## config.mk

```make
export PLATFORM = sky130hd
export DESIGN_NAME = note_lane_engine
export DESIGN_NICKNAME = d
export VERILOG_FILES = /design/src/rtl/note_lane_engine.sv
export SDC_FILE = /design/constraint.sdc
export NUM_CORES = 1
export LEC_CHECK = 0
export BUFFER_PORTS_ARGS = -buffer_cell sky130_fd_sc_hd__buf_2
export CORE_MARGIN = 2
export CORE_UTILIZATION = 45
export CTS_CLUSTER_DIAMETER = 60
export DETAILED_ROUTE_END_ITERATION = 7
export PLACE_DENSITY = 0.59
export SYNTH_ARGS = -nofsm -noshare
export SYNTH_HDL_FRONTEND = slang
export SYNTH_SLANG_ARGS = --single-unit
```

## constraint.sdc

```tcl
create_clock -name i_clk -period 22.2 [get_ports i_clk]
set_input_delay 2.22 -clock i_clk [delete_from_list [all_inputs] [get_ports i_clk]]
set_output_delay 2.22 -clock i_clk [all_outputs]
set_load 0.02 [all_outputs]
```

## src/rtl/note_lane_engine.sv

```systemverilog
// Falling-note slot engine: spawn handshake, frame-tick motion and retirement, strum hit resolution, per-lane draw query.
// Define NOTE_ENGINE_SCORE_EN to build the saturating hit-score register; otherwise o_score is tied to zero.
module note_lane_engine #(
    parameter int LANES    = 4,
    parameter int SLOTS    = 4,
    parameter int Y_WIDTH  = 10,
    parameter int SCREEN_H = 480,
    parameter int SPAWN_Y  = 0,
    parameter int NOTE_H   = 50,
    parameter int HIT_Y    = 350,
    parameter int HIT_H    = 20,
    parameter int SPEED    = 1
) (
    input  logic               i_clk,
    input  logic               i_rst_n,
    input  logic               i_frame_tick,
    input  logic               i_spawn_valid,
    input  logic [LANES-1:0]   i_spawn_mask,
    output logic               o_spawn_ready,
    input  logic [LANES-1:0]   i_strum,
    input  logic [Y_WIDTH-1:0] i_pix_y,
    output logic [LANES-1:0]   o_lane_draw,
    output logic [LANES-1:0]   o_hit_pulse,
    output logic [LANES-1:0]   o_miss_pulse,
    output logic [15:0]        o_score
);
    localparam int YW1 = Y_WIDTH + 1;
    localparam logic [Y_WIDTH:0]   C_SPEED    = YW1'(SPEED);
    localparam logic [Y_WIDTH:0]   C_SCREEN_H = YW1'(SCREEN_H);
    localparam logic [Y_WIDTH:0]   C_NOTE_H   = YW1'(NOTE_H);
    localparam logic [Y_WIDTH:0]   C_HIT_Y    = YW1'(HIT_Y);
    localparam logic [Y_WIDTH:0]   C_HIT_END  = YW1'(HIT_Y + HIT_H);
    localparam logic [Y_WIDTH-1:0] C_SPAWN_Y  = Y_WIDTH'(SPAWN_Y);

    if (SCREEN_H + SPEED >= (1 << Y_WIDTH)) begin : g_bad_cfg
        $error("note_lane_engine: SCREEN_H+SPEED must be below 2**Y_WIDTH");
    end

    logic [SLOTS-1:0]   r_valid [LANES];
    logic [Y_WIDTH-1:0] r_y     [LANES][SLOTS];
    logic [LANES-1:0]   r_hit;
    logic [LANES-1:0]   r_miss;
    logic [LANES-1:0]   r_draw;

    logic [SLOTS-1:0]   w_valid_nx [LANES];
    logic [Y_WIDTH-1:0] w_y_nx     [LANES][SLOTS];
    logic [LANES-1:0]   w_hit_nx;
    logic [LANES-1:0]   w_miss_nx;
    logic [LANES-1:0]   w_draw_nx;
    logic [LANES-1:0]   w_lane_free;
    logic               w_spawn;
    logic [Y_WIDTH:0]   w_pix;

    // Per-lane free-slot summary drives the spawn handshake.
    always_comb begin
        w_lane_free = '0;
        for (int l = 0; l < LANES; l++) begin
            w_lane_free[l] = ~&r_valid[l];
        end
    end

    assign o_spawn_ready = &w_lane_free;
    assign w_spawn       = i_spawn_valid & o_spawn_ready;
    assign w_pix         = {1'b0, i_pix_y};

    // Next slot state: hit beats move/retire, spawns only fill slots free before the cycle.
    always_comb begin
        logic               w_found;
        logic               w_free_found;
        logic [Y_WIDTH:0]   w_best;
        logic [Y_WIDTH:0]   w_ye;
        logic [Y_WIDTH:0]   w_mv;
        logic [SLOTS-1:0]   w_sel;
        logic [SLOTS-1:0]   w_free;
        w_valid_nx   = r_valid;
        w_y_nx       = r_y;
        w_hit_nx     = '0;
        w_miss_nx    = '0;
        w_draw_nx    = '0;
        w_found      = 1'b0;
        w_free_found = 1'b0;
        w_best       = '0;
        w_ye         = '0;
        w_mv         = '0;
        w_sel        = '0;
        w_free       = '0;
        for (int l = 0; l < LANES; l++) begin
            w_found      = 1'b0;
            w_free_found = 1'b0;
            w_best       = '0;
            w_sel        = '0;
            w_free       = '0;
            for (int s = 0; s < SLOTS; s++) begin
                w_ye = {1'b0, r_y[l][s]};
                // Strictly-greater keeps the lowest index on equal y.
                if (r_valid[l][s] && (w_ye + C_NOTE_H > C_HIT_Y) && (w_ye < C_HIT_END)
                    && (!w_found || (w_ye > w_best))) begin
                    w_found  = 1'b1;
                    w_best   = w_ye;
                    w_sel    = '0;
                    w_sel[s] = 1'b1;
                end else begin
                    w_found = w_found;
                end
                if (!r_valid[l][s] && !w_free_found) begin
                    w_free_found = 1'b1;
                    w_free[s]    = 1'b1;
                end else begin
                    w_free_found = w_free_found;
                end
                if (r_valid[l][s] && (w_ye <= w_pix) && (w_pix < w_ye + C_NOTE_H)) begin
                    w_draw_nx[l] = 1'b1;
                end else begin
                    w_draw_nx[l] = w_draw_nx[l];
                end
            end
            w_hit_nx[l] = i_strum[l] & w_found;
            for (int s = 0; s < SLOTS; s++) begin
                w_mv = {1'b0, r_y[l][s]} + C_SPEED;
                if (w_hit_nx[l] && w_sel[s]) begin
                    w_valid_nx[l][s] = 1'b0;
                end else if (i_frame_tick && r_valid[l][s]) begin
                    if (w_mv >= C_SCREEN_H) begin
                        w_valid_nx[l][s] = 1'b0;
                        w_miss_nx[l]     = 1'b1;
                    end else begin
                        w_y_nx[l][s] = w_mv[Y_WIDTH-1:0];
                    end
                end else if (w_spawn && i_spawn_mask[l] && w_free[s]) begin
                    w_valid_nx[l][s] = 1'b1;
                    w_y_nx[l][s]     = C_SPAWN_Y;
                end else begin
                    w_valid_nx[l][s] = w_valid_nx[l][s];
                end
            end
        end
    end

    // Slot state and registered lane outputs.
    always_ff @(posedge i_clk or negedge i_rst_n) begin
        if (!i_rst_n) begin
            for (int l = 0; l < LANES; l++) begin
                r_valid[l] <= '0;
                for (int s = 0; s < SLOTS; s++) begin
                    r_y[l][s] <= '0;
                end
            end
            r_hit  <= '0;
            r_miss <= '0;
            r_draw <= '0;
        end else begin
            r_valid <= w_valid_nx;
            r_y     <= w_y_nx;
            r_hit   <= w_hit_nx;
            r_miss  <= w_miss_nx;
            r_draw  <= w_draw_nx;
        end
    end

    assign o_hit_pulse  = r_hit;
    assign o_miss_pulse = r_miss;
    assign o_lane_draw  = r_draw;

`ifdef NOTE_ENGINE_SCORE_EN
    function automatic logic [15:0] popcount(input logic [LANES-1:0] v);
        logic [15:0] n;
        n = 16'd0;
        for (int i = 0; i < LANES; i++) begin
            n = n + {15'd0, v[i]};
        end
        return n;
    endfunction

    logic [15:0] r_score;
    logic [16:0] w_score_sum;

    // Score tracks the hit pulses as they are registered, so it moves together with o_hit_pulse.
    assign w_score_sum = {1'b0, r_score} + {1'b0, popcount(w_hit_nx)};

    // Saturating score accumulator.
    always_ff @(posedge i_clk or negedge i_rst_n) begin
        if (!i_rst_n) begin
            r_score <= 16'd0;
        end else begin
            r_score <= w_score_sum[16] ? 16'hFFFF : w_score_sum[15:0];
        end
    end

    assign o_score = r_score;
`else
    assign o_score = 16'd0;
`endif

endmodule

```

Word-level counts from Yosys, hierarchy flattened. Index checks and enable logic that the tools add are counted.

Flip-flop bits (word level): 188. Input bits: 22. Output and inout bits: 29. Logic and storage cells: 713.

Add/sub/neg operators: 32. Magnitude comparators: 92. Equal/unequal tests: 32. Muxes and demuxes: 244. Bitwise logic cells: 21. Reductions and logical operators: 257.

Operators with widths (number): 10-bit two-way mux (54); 10-bit by 1-bit adder with 11-bit output, second input constant (16); 10-bit by 6-bit adder with 11-bit output, second input constant (16); 11-bit by 9-bit >= comparator with 1-bit output, second input constant (16); 11-bit by 9-bit greater-than comparator with 1-bit output, second input constant (16); 10-bit by 11-bit < comparator with 1-bit output (16); 1-bit two-way mux (172); 10-bit <= comparator (16); 10-bit by 9-bit < comparator with 1-bit output, second input constant (16); 1-bit logical AND (140); 10-bit by 11-bit greater-than comparator with 1-bit output (11); 11-bit two-way mux (6); 3-bit by 2-bit inequality test with 1-bit output, second input constant (16); 3-bit AND reduction (16); 3-bit nonzero test (16); 4-bit two-way mux (10); 1-bit logical NOT (36); 2-bit inequality test, second input constant (16); 2-bit AND reduction (16); 2-bit nonzero test (16); 4-bit AND reduction (5); 1-bit NOT (16); 1-bit logical OR (12); 10-bit greater-than comparator (1); other kinds (3) (7).

Logic depth before layout (Yosys ltp). Gate-level depths: netlist (run 1).

Depth in word-level cells: 29. Gate-level depth with buffers: 38.

Worst setup path after synthesis (run 1). OpenSTA, ideal clock, no wires.

Kind: register to register. Start: register r_y[71] (netlist name). End: register r_y[70] (netlist name). Data arrival time: 7955 ps. Setup slack: 14113 ps. Stages on the path, launching flop included: 37. Path buffers: 6. Clock period less this slack: 8087 ps. Path through: dfrtp_1 -> ha_1 -> clkbuf_1 -> a211o_1 -> nand2_1 -> xnor2_1 -> o311a_1 -> buf_6 -> clkbuf_1 -> nand2_1 -> ha_1 -> o21ai_0 -> a211oi_1 -> o21ai_0 -> a211o_1 -> a211o_1 -> buf_6 -> clkbuf_1 -> a31oi_1 -> ha_1 -> nand4_1 -> nor3_1 -> a21o_1 -> or2_2 -> o2bb2ai_1 -> nor2_1 -> mux2_2 -> ha_1 -> a211o_1 -> nor2_1 -> a211oi_1 -> o21ai_0 -> o221ai_2 -> o31ai_1 -> or2_0 -> buf_2 -> o21ai_0.

Cells in the longest elaborated chain, start to end: 21. Elaborated cells on any way between the ends: 35.

Ends and longest elaborated chain: from (decl) (RTL line 40) `logic [Y_WIDTH-1:0] r_y [LANES][SLOTS];`; from (signal assigned) (RTL line 153) `r_y <= w_y_nx;`; 10-bit by 6-bit adder with 11-bit output (RTL line 96) `if (r_valid[l][s] && (w_ye + C_NOTE_H > C_HIT_Y) && (w_ye < C_HIT_END)`; 11-bit by 9-bit greater-than comparator with 1-bit output (RTL line 96); 1-bit logical AND (2 in series) (RTL line 96); 10-bit two-way mux / 1-bit two-way mux (equally long branches) (RTL line 96); 10-bit by 11-bit greater-than comparator with 1-bit output / 1-bit logical NOT (equally long branches) (RTL line 97) `&& (!w_found || (w_ye > w_best))) begin`; 1-bit logical OR (RTL line 97); 1-bit logical AND (RTL line 97); 11-bit two-way mux / 1-bit two-way mux (equally long branches) (RTL line 96); [... 4 more ...]; 10-bit by 11-bit greater-than comparator with 1-bit output / 1-bit logical NOT (equally long branches) (RTL line 97); 1-bit logical OR (RTL line 97); 1-bit logical AND (RTL line 97); 1-bit two-way mux (RTL line 96); 1-bit bitwise AND (RTL line 117) `w_hit_nx[l] = i_strum[l] & w_found;`; 1-bit logical AND (RTL line 120) `if (w_hit_nx[l] && w_sel[s]) begin`; 1-bit NOT (no source line); 3-bit AND reduction (no source line) (*).

Every way passes the cells marked *; elsewhere a longest branch is shown, timed or not. A chain may end at the register's enable or synchronous reset.

Worst setup path after layout (run 1).
Start: register r_y[74] (netlist name). End: register r_y[70] (netlist name).

The elaborated chain is that of the path after synthesis.

==> flow_summary_export.csv, run 1 <==
group,metric,value,unit
outcome,status,"finished, final reports clean",
die,die_w,245.4,um
synth,synth-seq-cells,188,
worst_setup_path,critical_path_class,"reg -> reg",
synth,syn_area,26220,um^2
timing,rsz0062_at_grt,"false",
die,die_area,60210,um^2
worst_setup_path,r2r_end,"r_y[70]",
die,dieHeight,245.4,um
worst_setup_path,reg2regPathDepth,29,
final_layout,finalInstanceArea,27430,um^2
synth,synth-edff-count,0,
final_layout,drive_gt1_share,6.448,%
power,worst_ir_drop_vdd,0.07296,mV
worst_setup_path,reg2reg_from,"r_y[74]",
detailed_routing,drc,0,
clock_network,cts.hold.buffers_added,0,
synth,synthCells,3220,
power,p_clk_share,16.5,%
power,power.density,69.77,nW/um^2
clock_network,tritoncts,"done",
worst_setup_path,cp_data_required_time,22.57,ns
placement,placed_area,26870,um^2
die,ios,51,
synth,synth.distinct_cells,104,
detailed_routing,ant_nets,0,
power,netSwitchingFraction,48.75,%
worst_setup_path,end_kind,"flip-flop",
placement,dpl.hpwl,61330,um
timing,hold_violations,0,
worst_setup_path,path_delay_family,"compound AO/OA/AOI/OAI gates",
synth,yosysWarnings,0,
run,max_cap_viol_count,0,
worst_hold_path,hold_depth,1,
grt,antenna_found_initial,0,
final_layout,area_growth,4.624,%
die,rows,88,
timing,worst_slew_pin_slew,1.072,ns
clock_network,cts.sinks,188,
detailed_routing,vias_per_cell,6.327,
clock_network,htreeDepth,4,
synth,seq_area_frac_synth,17.94,%
placement,gp_congestion,0.9236,
synth,synth_flop_cell,"dfrtp_1",
clock_network,cts_setup_buffers,0,
placement,dpl.cell_count,3897,
clock_network,numCtsBuffers,17,
worst_setup_path,slowest_stage,"o31ai_1",
worst_hold_path,min_to,"r_y[80]",
timing,final-setup-viol-count,0,
timing,relSlewSlack,28.09,%
worst_setup_path,cp_num_buf_inv,0,
worst_hold_path,min_path_type,"reg -> reg",
synth,async_reset_ff_share,100.0,%
grt,grt_pass1_vias,23987,
timing,min_period,9.726,ns
detailed_routing,drt_wl_total,85660,um
clock_network,clock_latency,0.50,ns
placement,portBuffers,34,
worst_setup_path,cp_max_fo,19,
detailed_routing,vias,24860,
die,core_area,57700,um^2
detailed_routing,drtPass1Iterations,7,
worst_setup_path,cp.arrival,10.10,ns
timing,fin_setup_tns,0,ns
grt,grt_max_degree,87,
grt,grt_overflow,0,
power,cellLeakagePower,12.07,nW
clock_network,cts-root-buf,"clkbuf_16",
detailed_routing,first_iter_violations,2163,
final_layout,nNetsFinal,3673,
power,p_seq_share,32.9,%
worst_setup_path,slowest_delay,0.84,ns
detailed_routing,wire_per_inst,21.80,um
clock_network,clockBufferDepth,2,
timing,skew,0.01029,ns
die,start_util,45.44,%
power,p_comb_share,50.6,%
timing,fin_crit_sh,43.81,%
grt,grt_pass1_wl,135800,um
power,switchingPower,0.0009330,W
grt,grt_util_all_layers,28.53,%
worst_setup_path,path_common_cell,"o21ai_0",
worst_hold_path,hold_start,"r_y[80]",
worst_setup_path,setup.worst_path.start_class,"flip-flop",
timing,fmax,102.8,MHz
clock_network,ctsResizeCount,0,
final_layout,n_antenna_cell,0,
final_layout,nFillCells,5645,
final_layout,fin_cells,3929,
synth,syn_avg_cell_area,8.143,um^2
power,p_int,0.0009810,W
clock_network,cts.clk_slew.worst_paths,0.07,ns
timing,slew_viol_final,0,
worst_setup_path,rrSetupSlack,12.47,ns
power groups by stage:
stage / clock, W / combinational (W) / sequential, W
after floorplan: 0 / 0.000775 / 0.000509
after global placement: 0 / 0.000934 / 0.000627
after detailed placement: 0 / 0.000961 / 0.000630
after CTS: 0.000324 / 0.000968 / 0.000623
after global routing: 0.000334 / 0.00111 / 0.000644
final: 0.000315 / 0.000969 / 0.000629
registers in the layout, indices dropped and copies added, names as in the netlist:
register,flops
o_hit_pulse,4
o_lane_draw,4
o_miss_pulse,4
r_valid,16
r_y,160
routing by layer:
layer | vias to the layer above | global-route usage [%] | wire, um
met5 | - | 0 | 0
met4 | 0 | 9.376 | 2273
li1 | 11933 | - | -
met3 | 128 | 3.678 | 4376
met2 | 758 | 47.76 | 40100
met1 | 12041 | 37.89 | 38910
stage by stage:
step,power (W),setup WS [ns],util (%),hold slack (ns)
finish,0.001914,12.47,47.55,0.6429
global route,0.002088,11.66,47.55,0.6799
CTS,0.001915,12.61,47.55,0.6502
detailed placement,0.001591,12.66,46.56,0.6322
global placement,0.001561,12.88,46.56,0.6282
floorplan,0.001284,14.11,-,0.5434
layout make-up:
class | count | area [um^2] | share of cell area (%)
repair buffers | 61 | 381.6 | 1.391
multi-input cells | 2710 | 20170 | 73.54
well taps | 765 | 957.2 | 3.489
clock buffers | 22 | 474.2 | 1.729
inverters | 173 | 649.4 | 2.367
clock inverters | 10 | 91.34 | 0.3330
flip-flops and latches | 188 | 4705 | 17.15
synth_stat cells (all sizes together), types with 33 or more instances:
cell    count  area share, %
a211o      34            1.1
a21o       72            2.1
a21oi     168            3.2
a31oi      44            1.1
and2       33           0.80
and3       44            1.0
buf        66            1.5
clkbuf    109            1.6
dfrtp     188             18
ha        500             24
inv       172            2.5
mux2       60            2.6
nand2     240            3.4
nand2b     40           0.95
nand3     147            2.8
nand4      92            2.2
nor2      192            2.8
nor2b      51            1.2
nor3       66            1.3
o211ai     33           0.94
o21ai     210            4.0
o31ai      63            2.0
or3        33           0.79
xnor2      99            3.3
cells in the final DEF (no fill, tap or decap), drive strengths merged, types with 19 or more instances in the layout:
cell type,instances
o211ai,33
nand4,92
o2111ai,19
and3,44
a21oi,168
a21o,72
a31oi,44
and2,33
nor4,20
o31ai,63
nor2b,51
nand2,240
nand3,147
o21ai,210
inv,172
dfrtp,188
or2,19
o21bai,21
o21a,31
ha,500
nor2,192
clkbuf,23
nor3,66
a211oi,32
mux2,60
xnor2,99
or3,33
conb,28
xor2,27
buf,60
mux2i,22
a211o,34
nand2b,40
worst max-delay path by stage:
stage,from,end,depth (start not counted)
finish,r_y[74],r_y[70],29
global route,r_y[73],r_y[70],30
CTS,r_y[74],r_y[70],30
detailed placement,r_y[74],r_y[70],30
global placement,r_y[151],r_y[151],32
floorplan,r_y[71],r_y[70],36
cells by family (layout without fill, tap and decap cells):
kind of cell,Yosys count,after routing,synth area share [%]
compound gates,929,929,24.62
xor+xnor,126,126,4.238
fa+ha+maj,503,503,23.98
buf+inv,348,266,5.488
flops,188,188,17.94
mux,82,82,3.417
other cells,2,28,0.02864
simple gates,1042,1042,20.29
Power figures use the tool's default switching activity.
==> inputs of run 2 (changes only) <==
- clock period: 22.2 -> 9.55 ns (I/O delays scaled with it)
==> flow_summary_export.csv, run 2 (same netlist as run 1, synthesis figures left out) <==
group,metric,value,unit
placement,gp_congestion,0.9419,
detailed_routing,first_iter_violations,2350,
timing,worst_slew_pin_slew,1.026,ns
detailed_routing,drc,0,
detailed_routing,vias,25070,
final_layout,drive_gt1_share,6.893,%
clock_network,clockBufferDepth,2,
timing,rsz0062_at_grt,"false",
detailed_routing,drtPass1Iterations,6,
timing,final-setup-viol-count,0,
final_layout,n_antenna_cell,0,
clock_network,tritoncts,"done",
final_layout,mostFrequentLayoutCell,"ha_1",
final_layout,nFillCells,5624,
die,ios,51,
timing,fin_crit_sh,92.60,%
clock_network,cts.sinks,188,
run,max_cap_viol_count,0,
final_layout,area_growth,5.402,%
placement,dp_slack,0.5679,ns
clock_network,cts.hold.buffers_added,0,
grt,grt_pass1_wl,137300,um
clock_network,cts_setup_buffers,0,
detailed_routing,wire_per_inst,22.03,um
final_layout,regMostFlops,"r_y",
timing,fin_setup_tns,0,ns
worst_setup_path,slowest_delay,0.69,ns
timing,fmax,113.1,MHz
clock_network,htreeDepth,4,
worst_setup_path,setup.worst_path.start_class,"flip-flop",
clock_network,cts.clk_slew.worst_paths,0.08,ns
clock_network,cts-root-buf,"clkbuf_16",
worst_setup_path,slowest_stage,"dfrtp_1",
die,die_w,245.4,um
placement,dpl.cell_count,3910,
final_layout,nNetsFinal,3686,
die,rows,88,
placement,dpl.hpwl,61640,um
worst_setup_path,end_kind,"flip-flop",
power,netSwitchingFraction,47.78,%
worst_hold_path,min_path_type,"in -> async",
placement,portBuffers,34,
grt,grt_pass1_vias,24294,
timing,relSlewSlack,31.47,%
clock_network,ctsResizeCount,0,
worst_setup_path,cp.arrival,9.23,ns
timing,slew_viol_final,0,
power,power.density,165.1,nW/um^2
detailed_routing,vias_per_cell,6.360,
worst_setup_path,cp_num_buf_inv,1,
timing,min_period,8.843,ns
grt,grt_max_degree,69,
final_layout,reg_top3,"r_y x160, r_valid x16",
power,p_int,0.002382,W
timing,skew,0.01458,ns
detailed_routing,ant_nets,0,
power,cellLeakagePower,12.18,nW
die,dieHeight,245.4,um
power,p_seq_share,32.2,%
die,core_area,57700,um^2
worst_setup_path,path_delay_family,"compound AO/OA/AOI/OAI gates",
final_layout,largest_reg_flops,160,
timing,hold_violations,0,
outcome,status,"finished, final reports clean",
grt,grt_overflow,0,
grt,antenna_found_initial,0,
final_layout,fin_cells,3942,
worst_setup_path,cp_max_fo,17,
clock_network,numCtsBuffers,17,
final_layout,multi_input_area,20200,um^2
grt,grt_util_all_layers,28.85,%
worst_setup_path,critical_path_class,"reg -> reg",
detailed_routing,drt_wl_total,86830,um
worst_setup_path,cp_data_required_time,9.94,ns
power,worst_ir_drop_vdd,0.1725,mV
power,p_comb_share,49.7,%
die,die_area,60210,um^2
power,switchingPower,0.002180,W
worst_setup_path,path_common_cell,"ha_1",
die,start_util,45.44,%
final_layout,final_cell_mix,"500 x ha_1, 240 x nand2_1, 205 x o21ai_0",
timing,fin_ws,0.7071,ns
final_layout,seqCellArea,4705,um^2
power,p_clk_share,18.1,%
clock_network,clock_latency,0.51,ns
## run 2: power groups by stage
stage	clock network [W]	logic (W)	registers [W]
after floorplan	0	0.00180	0.00118
after global placement	0	0.00216	0.00146
after detailed placement	0	0.00223	0.00147
after CTS	0.000853	0.00224	0.00145
after global routing	0.000872	0.00258	0.00150
final	0.000827	0.00227	0.00147
## run 2: stage by stage
step | utilization (%) | hold WS, ns | area (um^2) | power (W)
6_report | 47.90 | 0.4275 | 27640 | 0.004562
5_1_grt | 47.90 | 0.4748 | 27640 | 0.004956
4_1_cts | 47.85 | 0.4222 | 27610 | 0.004547
3_5_place_dp | 46.73 | 0.6069 | 26960 | 0.003694
3_3_place_gp | 46.73 | 0.6149 | 26960 | 0.003626
2_1_floorplan | - | 0.5434 | 26320 | 0.002985
## run 2: layout make-up
class	count	area share (%)
clock inverter	10	0.6791
sequential	188	17.02
multi-input combinational	2710	73.11
clock buffer	22	1.643
timing repair buffer	74	1.734
inverter	173	2.350
tap	765	3.464
## run 2: path summary, 6_finish.rpt
kind                       slack, ns     from  depth (start not counted)  endpoint
setup reg to reg                0.71  r_y[33]                         29   r_y[34]
hold reg to reg                 0.62  r_y[80]                          1   r_y[80]
min in group i_clk              0.62  r_y[80]                          1   r_y[80]
setup / recovery                0.71  r_y[33]                         29   r_y[34]
max in group asynchronous       6.98  i_rst_n                          3  r_y[143]
hold / removal                  0.43  i_rst_n                          1   r_y[69]
## run 2: per-layer routing
layer  GRT usage (%)  part of all wire (%)  vias up
li1                -                     -    11956
met1           38.85                    46    12195
met2           47.03                    46      776
met3           3.634                   5.2      143
met4           11.00                   3.2        0
met5               0                     0        -
